### config.mk
export PLATFORM = sky130hd
export DESIGN_NAME = shift_reg_n
export DESIGN_NICKNAME = d
export VERILOG_FILES = /design/src/rtl/shift_reg_n.sv
export SDC_FILE = /design/constraint.sdc
export NUM_CORES = 1
export LEC_CHECK = 0
export BUFFER_PORTS_ARGS = -buffer_cell sky130_fd_sc_hd__buf_2
export CAP_MARGIN = 40
export CORE_MARGIN = 3
export CORE_UTILIZATION = 52
export CTS_BUF_LIST = sky130_fd_sc_hd__clkbuf_4 sky130_fd_sc_hd__clkbuf_8 sky130_fd_sc_hd__clkbuf_16
export CTS_CLUSTER_DIAMETER = 120
export DETAILED_ROUTE_END_ITERATION = 6
export PLACE_DENSITY = 0.83
export SKIP_LAST_GASP = 1
export SLEW_MARGIN = 15
export SYNTH_ARGS = -nofsm -noshare
export SYNTH_HDL_FRONTEND = slang
export SYNTH_SLANG_ARGS = --single-unit
### constraint.sdc
create_clock -name Clk -period 2.26 [get_ports Clk]
set_clock_uncertainty 0.2 [all_clocks]
set_input_delay 0.452 -clock Clk [delete_from_list [all_inputs] [get_ports Clk]]
set_output_delay 0.452 -clock Clk [all_outputs]
set_load 0.05 [all_outputs]
### src/rtl/shift_reg_n.sv
// Parametrised universal shift register with single-step shifting and an
// autonomous multi-step shift engine (Start/Count with Busy/Done handshake).
module shift_reg_n #(
  parameter  int unsigned WIDTH = 8,
  localparam int unsigned CNT_W = $clog2(WIDTH + 1)
) (
  input  logic             Clk,
  input  logic             Reset,
  input  logic             Load,
  input  logic             Shift_En,
  input  logic             Start,
  input  logic [1:0]       Op,
  input  logic [CNT_W-1:0] Count,
  input  logic             Shift_In,
  input  logic [WIDTH-1:0] D,
  output logic [WIDTH-1:0] A,
  output logic             Shift_Out,
  output logic             Busy,
  output logic             Done
);

  localparam logic [1:0] OP_SRL = 2'b00;
  localparam logic [1:0] OP_SLL = 2'b01;
  localparam logic [1:0] OP_SRA = 2'b10;
  localparam logic [1:0] OP_ROR = 2'b11;

  typedef enum logic [1:0] {
    S_IDLE  = 2'b00,
    S_SHIFT = 2'b01,
    S_DONE  = 2'b10
  } state_e;

  state_e           state_q, state_d;
  logic [WIDTH-1:0] a_q, a_d;
  logic [CNT_W-1:0] cnt_q, cnt_d;
  logic [1:0]       op_q, op_d;
  logic             busy_q, busy_d;
  logic             done_q, done_d;
  logic [1:0]       op_eff;

  // One shift step of the selected mode.
  function automatic logic [WIDTH-1:0] shift_step(input logic [1:0]       op,
                                                  input logic [WIDTH-1:0] a,
                                                  input logic             sin);
    logic [WIDTH-1:0] r;
    case (op)
      OP_SRL:  r = {sin, a[WIDTH-1:1]};
      OP_SLL:  r = {a[WIDTH-2:0], sin};
      OP_SRA:  r = {a[WIDTH-1], a[WIDTH-1:1]};
      OP_ROR:  r = {a[0], a[WIDTH-1:1]};
      default: r = a;
    endcase
    return r;
  endfunction

  always_ff @(posedge Clk or posedge Reset) begin
    if (Reset) begin
      state_q <= S_IDLE;
      a_q     <= '0;
      cnt_q   <= '0;
      op_q    <= OP_SRL;
      busy_q  <= 1'b0;
      done_q  <= 1'b0;
    end else begin
      state_q <= state_d;
      a_q     <= a_d;
      cnt_q   <= cnt_d;
      op_q    <= op_d;
      busy_q  <= busy_d;
      done_q  <= done_d;
    end
  end

  // Next-state logic; Load > Start > Shift_En, and commands are accepted in IDLE only.
  always_comb begin
    state_d = state_q;
    a_d     = a_q;
    cnt_d   = cnt_q;
    op_d    = op_q;
    busy_d  = 1'b0;
    done_d  = 1'b0;
    case (state_q)
      S_IDLE: begin
        if (Load) begin
          a_d = D;
        end else if (Start) begin
          if (Count != '0) begin
            op_d    = Op;
            cnt_d   = Count;
            state_d = S_SHIFT;
          end else begin
            state_d = S_DONE;
          end
        end else if (Shift_En) begin
          a_d = shift_step(Op, a_q, Shift_In);
        end
      end
      S_SHIFT: begin
        a_d   = shift_step(op_q, a_q, Shift_In);
        cnt_d = cnt_q - CNT_W'(1);
        if (cnt_q == CNT_W'(1)) begin
          state_d = S_DONE;
        end
      end
      S_DONE: begin
        state_d = S_IDLE;
      end
      default: begin
        state_d = S_IDLE;
      end
    endcase
    busy_d = (state_d == S_SHIFT);
    done_d = (state_d == S_DONE);
  end

  // The serial output tracks whichever op the next shift would use.
  always_comb begin
    op_eff = (state_q == S_IDLE) ? Op : op_q;
  end

  assign Shift_Out = (op_eff == OP_SLL) ? a_q[WIDTH-1] : a_q[0];
  assign A         = a_q;
  assign Busy      = busy_q;
  assign Done      = done_q;

endmodule

==> results.json <==
{
  "status": "finished clean",
  "path_buf_inv": 1,
  "start_util_pct": 55.4,
  "grt_pass1_wl_um": 4660,
  "fin_crit_ns": 2.19,
  "io_buffer_count": 30,
  "async_reset_ff_share_pct": 100,
  "hold_class": "primary input to async pin",
  "antenna_left": 0,
  "synth_xor_area_share_pct": 0.701,
  "ys_types": 40,
  "drcViolationCount": 0,
  "post-route-period-util_pct": 96.9,
  "core_area_um2": 2250,
  "worst_pin_slew_ns": 0.679,
  "fmaxAchievable_mhz": 456,
  "fin_util_pct": 67.6,
  "p_sw_mw": 1.16,
  "yosysMostFrequentCell": "dfrtp_1",
  "r2r_start": "state_q[1]",
  "insertion_delay_ns": 0.29,
  "die_h_um": 55.0,
  "synth_top_family_by_area": "compound AO/OA/AOI/OAI gates",
  "pwr-share-seq_pct": 28.1,
  "synth_area_leaders": "dfrtp_1 36%, mux2i_1 7.2%, and3b_1 4.9%",
  "grt_antenna_before_repair": 0,
  "cp.depth": 5,
  "grt_max_degree": 19,
  "setup_viol": 0,
  "cp_top_family": "flip-flops",
  "cp_slowest_stage_delay_ns": 0.39,
  "yosys.area_share.adder_pct": 2.00,
  "cp_max_fo": 2,
  "drtPass1Iterations": 4,
  "fin_tns_setup_ns": 0,
  "cts.hold.buffers_added": 0,
  "num_io_pins": 31,
  "peakVddDrop_mv": 0.970,
  "dpl_cell_area_um2": 1450,
  "n_fill_cell": 189,
  "r2r_cells": 5,
  "netlist.area_leader.share_pct": 36.0,
  "cpMaxStageDelayCell": "dfrtp_1",
  "row_count": 17,
  "path_class": "flip-flop to output pin",
  "grt.total_usage_pct": 21.2,
  "synth-compound-area-share_pct": 23.2,
  "critical_path_required_ns": 1.61,
  "arrival_ns": 1.54,
  "cellLeakagePower_nw": 0.730,
  "drt-initial-drc-count": 26,
  "rr_endpoint": "A[7]",
  "wire_per_inst_um": 15.3,
  "routed_wl_um": 2990,
  "ys.flop_type": "dfrtp_1",
  "htreeDepth": 1,
  "cts_tree": "done",
  "syn_to_final_growth_pct": 21.9,
  "dp_hpwl_um": 2220,
  "reg2reg_slack_ns": 0.51,
  "yosys.area_share.simple_pct": 19.2,
  "whs_ns": 0.0450,
  "stdcell_area_um2": 1520,
  "diodes": 0,
  "rsz0062_at_grt": "no",
  "slew_headroom_pct": 54.7,
  "die_w_um": 55.0,
  "ys_seq_area_share_pct": 36.0,
  "avgSynthCellArea_um2": 9.47,
  "num_vias": 1154,
  "critPathCaptureType": "output pin",
  "synth_mux_area_share_pct": 14.1,
  "via_per_inst": 5.89,
  "cts_buffer_depth": 2,
  "netlist_area_um2": 1250,
  "final_max_slew_viol_count": 0,
  "cts.sinks": 18,
  "swShare_pct": 49.1,
  "die_area_um2": 3030,
  "routabilityCongestion": 0.916,
  "maxCapViolCount": 0,
  "yosysWarnings": 0,
  "cts-buffers-inserted": 3,
  "p_per_area_nw_per_um2": 1550,
  "grt_pass1_vias": 1043,
  "synth-seq-cells": 18,
  "final_nets": 191,
  "syn_nets": 154,
  "hold_viol_final": 0,
  "clock_power_share_pct": 8.3,
  "synth_edf_count": 0,
  "intPower_mw": 1.20,
  "synth_cells": 132,
  "drive_gt1_share_pct": 35.7,
  "clk_pin_slew_ns": 0.10,
  "critPathLaunchType": "flip-flop",
  "synth_commonest_cells": "18 x dfrtp_1, 11 x nor2_1, 9 x mux2i_1",
  "overflow": 0,
  "synth_top_area_cell": "dfrtp_1",
  "p_comb_share_pct": 63.6,
  "cts-root-buf": "clkbuf_4",
  "crit_chain": "nor2b_2 > o21ai_0 > o31a_1 > mux2_4 > buf_6"
}
-- power groups by stage --
stage | clock [mW] | combinational [mW] | sequential [mW]
2_1_floorplan | 0 | 0.812 | 0.934
3_3_place_gp | 0 | 1.37 | 0.667
3_5_place_dp | 0 | 1.41 | 0.683
4_1_cts | 0.205 | 1.48 | 0.658
5_1_grt | 0.218 | 1.63 | 0.691
6_report | 0.197 | 1.50 | 0.664
-- state kept, by name, summed over array words and instances (netlist names) --
signal and flops:
A 8, Busy 1, Done 1, cnt_q 4, op_q 2, state_q 2
-- final cells by class --
| cell class | instances | area [µm²] | share of cell area (%) |
|---|---|---|---|
| clock buffers | 4 | 36.3 | 2.38 |
| flip-flops and latches | 18 | 452 | 29.6 |
| well taps | 28 | 35.0 | 2.30 |
| multi-input cells | 101 | 747 | 49.0 |
| repair buffers | 41 | 239 | 15.7 |
| inverters | 4 | 15.0 | 0.985 |
-- routing by layer --
metal / track usage [%] / part of all wire [%] / up-vias
met1: 28.9 / 46 / 558
li1: - / - / 568
met3: 3.75 / 3.7 / 2
met2: 34.8 / 50 / 26
met5: 0 / 0 / -
met4: 5.26 / 0.47 / 0
-- cell usage in the layout, fill, tap and decap left out, drive strengths merged --
master	count
inv	4
o31a	1
mux2i	9
dfrtp	18
a221oi	1
o22ai	2
or4	1
and4b	1
nor3	1
o31ai	2
nand2	6
o22a	6
a21oi	7
ha	2
nand3	4
nor3b	1
nand3b	1
a32oi	1
a211oi	7
o21ai	13
o211ai	1
a31oi	1
nor4b	1
nor2	11
mux2	7
and3b	7
nand2b	3
buf	41
a22oi	1
clkbuf	4
nor2b	2
xor2	1
-- worst max path at each step --
| stage | slack [ns] | from | to |
|---|---|---|---|
| after floorplan | 0.12 | Op[1] | Shift_Out |
| after CTS | 0.02 | op_q[1] | Shift_Out |
| final | 0.07 | op_q[0] | Shift_Out |
| after global routing | 0.01 | op_q[0] | Shift_Out |
| after detailed placement | 0.13 | Op[1] | Shift_Out |
| after global placement | 0.16 | Op[1] | Shift_Out |
-- per-stage QoR --
step / setup slack [ns] / total power [mW] / std cells
5_1_grt: 0.0113 / 2.54 / 196
2_1_floorplan: 0.121 / 1.75 / 132
6_report: 0.0690 / 2.37 / 196
4_1_cts: 0.0201 / 2.34 / 196
3_5_place_dp: 0.127 / 2.09 / 189
3_3_place_gp: 0.160 / 2.03 / 189
-- worst reg2reg max path: cells and delay by family, from the launching register on --
family	cells	cell delay, ns
AND/OR/NAND/NOR	3	0.53
flip-flops	1	0.43
multiplexers	1	0.33
buffers and inverters	1	0.16
-- repair_timing --
item | 4_1_cts | 5_1_grt
gates cloned | 0 | 0
setup endpoints to repair | 1 | 1
gates resized for setup | 2 | 3
buffers inserted | 3 | 0
-- kinds of logic (layout without fill, tap and decap cells) --
family	Yosys count	count (layout)
AO/OA/AOI/OAI	43	43
XOR/XNOR	1	1
adder cells (fa/ha/maj)	2	2
buffers and inverters	13	49
flip-flops	18	18
multiplexers	16	16
AND/OR/NAND/NOR	39	39
Power figures use the tool's default switching activity.
